File: src/rtl/sd_piso_serializer.sv
`default_nettype none
// ============================================================================
//  Module      : sd_piso_serializer
//  Description : Parallel-in / serial-out stage feeding the sd_1011 sequence
//                detector. Words are taken over a valid/ready handshake and
//                emitted one bit per clock. A one-word holding register lets
//                consecutive words stream with no idle bits between them.
//  Revision    : 1.0 - initial release
// ============================================================================
module sd_piso_serializer #(
    parameter int WIDTH      = 8,
    parameter bit MSB_FIRST  = 1'b1,
    parameter bit IDLE_LEVEL = 1'b0
) (
    input  logic             clk,
    input  logic             rst,        // asynchronous, active low
    input  logic [WIDTH-1:0] din,
    input  logic             din_valid,
    output logic             din_ready,
    input  logic             abort,
    output logic             signal_out,
    output logic             bit_valid,
    output logic             word_done,
    output logic             busy
);

    localparam int                 CNT_W    = $clog2(WIDTH);
    localparam logic [CNT_W-1:0]   CNT_LAST = CNT_W'(WIDTH - 1);
    localparam logic [CNT_W-1:0]   CNT_ONE  = CNT_W'(1);

    typedef enum logic [0:0] {
        ST_IDLE  = 1'b0,
        ST_SHIFT = 1'b1
    } state_t;

    state_t             state_q, state_d;
    logic [WIDTH-1:0]   sr_q, sr_d;
    logic [WIDTH-1:0]   hold_q, hold_d;
    logic               hold_full_q, hold_full_d;
    logic [CNT_W-1:0]   cnt_q, cnt_d;

    logic               w_accept;
    logic               w_load_point;

    // Outputs decode registers only, so no input reaches an output combinationally.
    assign din_ready  = !hold_full_q;
    assign bit_valid  = (state_q == ST_SHIFT);
    assign signal_out = (state_q == ST_SHIFT) ? (MSB_FIRST ? sr_q[WIDTH-1] : sr_q[0])
                                              : IDLE_LEVEL;
    assign word_done  = (state_q == ST_SHIFT) && (cnt_q == CNT_LAST);
    assign busy       = (state_q == ST_SHIFT) || hold_full_q;

    assign w_accept     = din_valid && !hold_full_q;
    // The shifter can take a new word when idle or while its last bit is on the line.
    assign w_load_point = (state_q == ST_IDLE) || (cnt_q == CNT_LAST);

    // Next-state logic: abort flush, load from hold or bypass, otherwise shift.
    always_comb begin
        state_d     = state_q;
        sr_d        = sr_q;
        hold_d      = hold_q;
        hold_full_d = hold_full_q;
        cnt_d       = cnt_q;

        if (abort) begin
            // Abort wins over any accept offered on the same edge.
            state_d     = ST_IDLE;
            hold_full_d = 1'b0;
            cnt_d       = '0;
        end else if (w_load_point) begin
            cnt_d = '0;
            if (hold_full_q) begin
                // din_ready is low here, so no accept can coincide.
                sr_d        = hold_q;
                hold_full_d = 1'b0;
                state_d     = ST_SHIFT;
            end else if (w_accept) begin
                // Bypass: the word goes straight into the shifter.
                sr_d    = din;
                state_d = ST_SHIFT;
            end else begin
                state_d = ST_IDLE;
            end
        end else begin
            // Mid-word: advance the shifter, zero-filling behind the output end.
            if (MSB_FIRST) begin
                sr_d = {sr_q[WIDTH-2:0], 1'b0};
            end else begin
                sr_d = {1'b0, sr_q[WIDTH-1:1]};
            end
            cnt_d = cnt_q + CNT_ONE;
            if (w_accept) begin
                hold_d      = din;
                hold_full_d = 1'b1;
            end
        end
    end

    // State registers; reset drops any word in flight or pending.
    always_ff @(posedge clk or negedge rst) begin
        if (!rst) begin
            state_q     <= ST_IDLE;
            sr_q        <= '0;
            hold_q      <= '0;
            hold_full_q <= 1'b0;
            cnt_q       <= '0;
        end else begin
            state_q     <= state_d;
            sr_q        <= sr_d;
            hold_q      <= hold_d;
            hold_full_q <= hold_full_d;
            cnt_q       <= cnt_d;
        end
    end

endmodule
`default_nettype wire

File: config.mk
export PLATFORM = sky130hd
export DESIGN_NAME = sd_piso_serializer
export DESIGN_NICKNAME = d
export VERILOG_FILES = /design/src/rtl/sd_piso_serializer.sv
export SDC_FILE = /design/constraint.sdc
export NUM_CORES = 1
export LEC_CHECK = 0
export CORE_ASPECT_RATIO = 0.5
export CORE_MARGIN = 4
export CORE_UTILIZATION = 40
export DETAILED_ROUTE_END_ITERATION = 10
export PLACE_DENSITY = 0.6
export SLEW_MARGIN = 20
export SYNTH_ARGS = -nofsm -noshare
export SYNTH_HDL_FRONTEND = slang
export SYNTH_SLANG_ARGS = --single-unit
File: constraint.sdc
create_clock -name clk -period 2 [get_ports clk]
set_input_delay 0.2 -clock clk [delete_from_list [all_inputs] [get_ports clk]]
set_output_delay 0.2 -clock clk [all_outputs]
set_load 0.02 [all_outputs]
# After elaboration in Yosys (flattened, before gate mapping)
# Cells that the tools add are included.
word_totals:
  n_memories: 0
  ram_bits: 0
  rom_bits: 0
  out_inout_bits: 5
  wordCells: 33
  latch_bits: 0
  reg_bits: 21
op_classes:
  bitwise: 3
  n_div: 0
  n_mul: 0
  eq_ne: 2
  magnitude_cmp: 0
  n_reduce_logical: 9
  add_sub_neg: 1
  muxes: 13
  shift: 0
op_table:
  columns: ["cell", "n"]
  rows:
  - ["2-to-1 mux 8 bit", 3]
  - ["2-to-1 mux 1 bit", 8]
  - ["2-to-1 mux 3 bit", 2]
  - ["adder 3 x 1 -> 3 bit (second input constant)", 1]
  - ["equality test 3 bit (second input constant)", 1]
  - ["!= test 3 bit (second input constant)", 1]
  - ["inverter 1 bit", 3]
  - ["AND reduction 3 bit", 1]
  - ["nonzero test 3 bit", 1]
  - ["logical AND 1 bit", 2]
  - ["logical OR 1 bit", 2]
  - ["AND reduction 2 bit", 1]
  - ["nonzero test 2 bit", 1]
  - ["zero test 1 bit", 1]

# Logic depth before layout (Yosys ltp)
# Gate-level depths: netlist of run 1.
depth:
  depth_word: 6
  ltp_mapped: 7
  depth_no_buf: 5

# Worst setup path after synthesis of run 1
# OpenSTA, ideal clock, no wires.
synth_path:
  path_type: "reg2reg"
  start: "reg cnt_q[0]"
  end: "reg hold_q[0]"
  path_stages_with_launch: 7
  setup_ps: 125
  path_slack_ps: 353
  n_path_buf: 1
  arrival_ps: 1523
  cell_sequence: "dfrtp_1 > ha_1 > ha_1 > buf_6 > nor3b_4 > nand3_4 > mux2_2"
synth_between:
  elab_chain_cells: 4
synth_rtl:
  columns: ["item", "line", "text"]
  rows:
  - ["start, declared", "40", "logic [CNT_W-1:0] cnt_q, cnt_d;"]
  - ["start signal, assigned", "112", "cnt_q <= cnt_d;"]
  - ["equality test 3 bit", "55", "assign w_load_point = (state_q == ST_IDLE) || (cnt_q == CNT_LAST);"]
  - ["logical OR 1 bit", "55", null]
  - ["inverter 1 bit (no source line)", null, null]
  - ["AND reduction 3 bit (no source line)", null, null]
  - ["end signal, assigned", "110", "hold_q <= hold_d;"]
  - ["end, declared", "38", "logic [WIDTH-1:0] hold_q, hold_d;"]
# Every way passes these cells.
# A chain may end at the register's enable or synchronous reset.

# Final worst setup path of run 1
layout_path:
  start: "reg state_q (netlist: bit_valid)"
  end: "out busy"
layout_between:
  elab_chain_cells: 1
layout_rtl:
  columns: ["item", "line", "text"]
  rows:
  - ["start, declared", "36", "state_t state_q, state_d;"]
  - ["start signal, assigned", "108", "state_q <= state_d;"]
  - ["logical OR 1 bit", "51", "assign busy = (state_q == ST_SHIFT) || hold_full_q;"]
  - ["end, declared", "24", "output logic busy"]
# Every way passes these cells.

==> results of run 1 <==
[sequential cells by signal, summed over array words and instances (netlist names)]
name	flops
bit_valid	1
hold_q	8
cnt_q	3
sr_q	8
hold_full_q	1
[worst paths after layout]
check | startpoint | to | cells past startpoint
setup / recovery | bit_valid | busy | 2
hold / removal | rst | hold_q[6] | 2
setup reg to reg | cnt_q[0] | hold_q[2] | 5
hold reg to reg | cnt_q[0] | cnt_q[0] | 1
max in group asynchronous | rst | sr_q[1] | 2
min in group clk | cnt_q[0] | cnt_q[0] | 1
[cells by family after synthesis]
family | after synthesis | synth area share, %
multiplexers | 17 | 17.3
AND/OR/NAND/NOR | 20 | 15.4
AO/OA/AOI/OAI | 15 | 10.9
flip-flops | 21 | 50.1
buffers and inverters | 8 | 3.94
adder cells (fa/ha/maj) | 2 | 2.39
[final cells by class]
cell class / count / area, µm² / area share (%)
flip-flops and latches: 21 / 526 / 40.2
multi-input cells: 54 / 494 / 37.8
repair buffers: 20 / 189 / 14.5
well taps: 35 / 43.8 / 3.35
clock buffers: 3 / 41.3 / 3.16
inverters: 2 / 7.51 / 0.575
clock inverters: 1 / 5.00 / 0.383
[power breakdown]
group	leakage, nW	internal [mW]	total, mW	switching (mW)
registers	0.250	0.498	0.540	0.0413
logic	0.246	0.123	0.207	0.0848
clock network	0.0255	0.139	0.272	0.133
[cells in the final DEF, fill, tap and decap left out, types with 2 or more instances in the layout]
cell type / synthesis / layout
mux2_2: 9 / 9
buf_4: 0 / 4
nor3b_1: 7 / 7
inv_1: 2 / 2
or2_2: 2 / 2
dfrtp_1: 21 / 21
and2_2: 3 / 3
o22a_1: 7 / 7
mux2i_1: 8 / 8
clkbuf_8: 0 / 3
nor3_1: 2 / 2
a31oi_1: 7 / 7
clkdlybuf4s50_1: 0 / 15
[worst max-delay path, cell delays in order (launching register included)]
cell and delay, ns:
dfrtp_1 0.52, or2_2 0.36, clkdlybuf4s50_1 0.54
[repair_timing]
item                                    4_1_cts  5_1_grt
gates resized for setup                       3        0
endpoints found under the setup margin        1        0
buffers inserted                              0        0
[per-layer routing]
metal,vias up,share of wire [%],global-route usage [%]
met2,18,40,18.8
li1,338,-,-
met1,339,53,18.0
met4,0,0.40,3.03
met5,-,0,0
met3,2,6.2,5.08
==> flow_metrics.py, run 1 <==
metrics = {
    "logic_synthesis": {
        "post-synth-top-count-cell": "dfrtp_1",
        "synthArstFlopShare_pct": 100,
        "synth_top_area_cell": "dfrtp_1",
        "synth.top_cell.area_share_pct": 50.1,
        "ys_top_cells_by_area": "dfrtp_1 (50%), mux2_2 (9.7%), mux2i_1 (7.6%)",
        "ys_ff_latch": 21,
        "synthFlopType": "dfrtp_1",
        "avgSynthCellArea_um2": 12.6,
        "synth-seq-area-share_pct": 50.1,
        "synth-edff-count": 0,
        "synth_cell_types": 21,
        "syn_inst": 83,
        "yosysWarnings": 0,
        "synth_commonest_cells": "dfrtp_1 (21), mux2_2 (9), mux2i_1 (8)",
        "synth.cell_area_um2": 1050,
        "syn-num-nets": 97,
    },
    "cts": {
        "holdBufCountCts": 0,
        "clkTransAtPathRegs_ns": 0.07,
        "htreeDepth": 1,
        "cts-root-buf": "clkbuf_8",
        "cts_buffers": 3,
        "insertion_delay_ns": 0.26,
        "cts.path.max_buffers": 2,
        "cts_tree": "built",
        "clock-sinks": 21,
    },
    "power_and_ir_drop": {
        "p_leak_nw": 0.521,
        "p_per_area_nw_per_um2": 780,
        "peakVddDrop_mv": 0.397,
        "total_power_mw": 1.02,
    },
    "sta": {
        "rsz0062_at_grt": "no",
        "finalCriticalPeriod_ns": 1.87,
        "clock_skew_ns": 0.00293,
        "hold_viol": 0,
        "drv_slew": 0,
        "final-setup-viol-count": 0,
        "fmax_mhz": 534,
        "maxSlewHeadroom_pct": 74.1,
        "setup_tns_ns": 0,
        "finalCritPeriodShare_pct": 93.7,
        "setup_slack_ns": 0.126,
        "timing.hold.ws_ns": 0.287,
        "worstMarginPinSlew_ns": 0.388,
    },
    "drt": {
        "viasPerCell": 5.13,
        "first_pass_iters": 4,
        "drc": 0,
        "wirelength_um": 1990,
        "drt_iter0_drc": 20,
        "drt-wirelength-per-cell_um": 14.6,
        "ant_nets": 0,
        "num_vias": 697,
    },
    "place": {
        "preCtsSetupSlack_ns": 0.0588,
        "gp_congestion": 0.756,
        "dp_cells": 132,
        "port_buffers": 16,
        "placement.cell_area_um2": 1250,
        "dp_hpwl_um": 1450,
    },
    "cells_and_area": {
        "diodes": 0,
        "finalNonFillerCells": 136,
        "layout.nets": 116,
        "area_delta_synth_final_pct": 24.6,
        "post-route-util_pct": 55.4,
        "drive_above_1_share_pct": 26.7,
        "fin_area_um2": 1310,
        "num-fill-cells": 203,
    },
    "setup_path": {
        "r2r_slack_ns": 0.28,
        "worst_setup_path_start_kind": "register",
        "worst_setup_path_end_kind": "output port",
        "crit_type": "reg -> out",
        "worstPathRequired_ns": 1.80,
        "arrival_ns": 1.67,
        "path_max_fanout": 13,
    },
    "floorplan": {
        "die-height_um": 44.2,
        "num_io_pins": 17,
        "start_util_pct": 44.5,
        "die_width_um": 80.4,
        "die_area_um2": 3550,
        "coreArea_um2": 2360,
        "core.rowCount": 12,
    },
    "grt": {
        "grt_pass1_wl_um": 3440,
        "grt_pass1_vias": 710,
        "antenna_found_initial": 0,
        "grtUsageTotal_pct": 12.9,
        "grt-ovfl-total": 0,
        "grt_max_degree": 22,
    },
    "job": {
        "cap_viol_max_count": 0,
    },
    "worst_hold_path": {
        "hold_class": "in -> async",
    },
    "run_status": {
        "status": "completed",
    },
}
(Power assumes the default switching activity.)
==> run 2: changes to the inputs <==
--- a/config.mk
+++ b/config.mk
@@ -9,7 +9,7 @@
 export CORE_MARGIN = 4
 export CORE_UTILIZATION = 40
 export DETAILED_ROUTE_END_ITERATION = 10
-export PLACE_DENSITY = 0.6
+export PLACE_DENSITY_LB_ADDON = 0.12
 export SLEW_MARGIN = 20
 export SYNTH_ARGS = -nofsm -noshare
 export SYNTH_HDL_FRONTEND = slang
==> run 2 against run 1 <==
Compared with the run above: via count fell by 2.3%; utilization fell by 0.53 points; final cell count did not move; clock power barely moved; total power fell by 0.14%; critical path depth did not move; design area fell by 0.96%; worst setup slack got worse by 0.0031 ns; critical endpoint unchanged.
==> flow_metrics.py, run 2 (synthesis results as in run 1) <==
metrics = {
    "grt": {
        "grtUsageTotal_pct": 13.2,
        "antenna_found_initial": 0,
        "grt_max_degree": 22,
        "grt-ovfl-total": 0,
        "grt_pass1_vias": 715,
        "grt_pass1_wl_um": 3470,
    },
    "drt": {
        "viasPerCell": 5.01,
        "num_vias": 681,
        "first_pass_iters": 4,
        "drt-wirelength-per-cell_um": 14.9,
        "drt_iter0_drc": 56,
        "ant_nets": 0,
        "drc": 0,
        "wirelength_um": 2020,
    },
    "cts": {
        "cts.path.max_buffers": 2,
        "htreeDepth": 1,
        "cts-root-buf": "clkbuf_8",
        "cts_buffers": 3,
        "clock-sinks": 21,
        "clkTransAtPathRegs_ns": 0.08,
        "insertion_delay_ns": 0.26,
        "holdBufCountCts": 0,
        "cts_tree": "built",
    },
    "power_and_ir_drop": {
        "p_switching_mw": 0.260,
        "total_power_mw": 1.02,
        "pwr-share-comb_pct": 20.2,
        "peakVddDrop_mv": 0.500,
        "p_per_area_nw_per_um2": 786,
        "swShare_pct": 25.5,
        "p_seq_share_pct": 53.0,
        "p_leak_nw": 0.525,
        "clkPwrFrac_pct": 26.8,
        "p_int_mw": 0.758,
    },
    "run_status": {
        "status": "completed",
    },
    "floorplan": {
        "start_util_pct": 44.5,
        "die_area_um2": 3550,
        "die_width_um": 80.4,
        "num_io_pins": 17,
        "coreArea_um2": 2360,
        "core.rowCount": 12,
        "die-height_um": 44.2,
    },
    "cells_and_area": {
        "area_delta_synth_final_pct": 23.4,
        "diodes": 0,
        "final_cell_mix": "dfrtp_1 (21), clkdlybuf4s50_1 (15), mux2_2 (9)",
        "top_regs": "hold_q x8, sr_q x8, cnt_q x3",
        "fin_area_um2": 1290,
        "finalNonFillerCells": 136,
        "drive_above_1_share_pct": 25.7,
        "post-route-util_pct": 54.9,
        "layout.nets": 116,
        "final_common_cell": "dfrtp_1",
    },
    "setup_path": {
        "worst_setup_path_end_kind": "output port",
        "worstPathRequired_ns": 1.80,
        "path_buf_inv": 1,
        "cp_top_family": "buffers and inverters",
        "cpPeakStageDelay_ns": 0.55,
        "crit_type": "reg -> out",
        "path_max_fanout": 13,
        "worst_setup_path_start_kind": "register",
        "cp_slowest_cell": "clkdlybuf4s50_1",
        "crit_chain": "or2_2, clkdlybuf4s50_1",
        "arrival_ns": 1.68,
    },
    "sta": {
        "setup_slack_ns": 0.123,
        "final-setup-viol-count": 0,
        "drv_slew": 0,
        "setup_tns_ns": 0,
        "worstMarginPinSlew_ns": 0.461,
        "timing.hold.ws_ns": 0.281,
        "finalCritPeriodShare_pct": 93.9,
        "hold_viol": 0,
        "clock_skew_ns": 0.00609,
        "fmax_mhz": 533,
        "finalCriticalPeriod_ns": 1.88,
        "maxSlewHeadroom_pct": 69.3,
        "rsz0062_at_grt": "no",
    },
    "job": {
        "cap_viol_max_count": 0,
    },
    "place": {
        "gp_congestion": 0.718,
        "preCtsSetupSlack_ns": 0.201,
        "dp_hpwl_um": 1510,
        "placement.cell_area_um2": 1250,
        "dp_cells": 132,
        "port_buffers": 16,
    },
    "worst_hold_path": {
        "hold_class": "in -> async",
    },
}
run 2: cell counts in the layout (fill, tap and decap cells not counted):
No cell type changed its count.
run 2: layout make-up:
type,instances,area (µm²)
well taps,35,43.8
inverters,2,7.51
clock inverters,1,5.00
flip-flops and latches,21,526
fillers,216,1060
clock buffers,3,41.3
multi-input cells,54,482
repair buffers,20,189
run 2: power by group through the flow:
stage	Sequential [mW]	Combinational [mW]	Clock, mW
after global placement	0.543	0.200	0
after CTS	0.540	0.209	0.285
after floorplan	0.536	0.140	0
final	0.539	0.205	0.273
after global routing	0.547	0.230	0.298
after detailed placement	0.549	0.209	0
run 2: layer usage:
metal,global-route usage (%),vias up,routed length [µm]
met2,19.7,21,894
met4,2.02,0,0
li1,-,342,-
met1,18.6,318,999
met3,5.08,0,130
met5,0,-,0
run 2: final timing paths:
kind | startpoint | cells after the start | endpoint | slack (ns)
worst max register to register | cnt_q[0] | 5 | sr_q[0] | 0.20
worst min-delay path | rst | 2 | hold_q[7] | 0.28
min in group clk | cnt_q[0] | 1 | cnt_q[0] | 0.44
worst max-delay path | bit_valid | 2 | busy | 0.12
max in group asynchronous | rst | 2 | hold_q[1] | 1.50
worst min register to register | cnt_q[0] | 1 | cnt_q[0] | 0.44
run 2: timing repair:
action / in CTS / in global routing
resized for setup: 1 / 0
endpoints found under the setup margin: 1 / 0
buffers inserted: 0 / 0
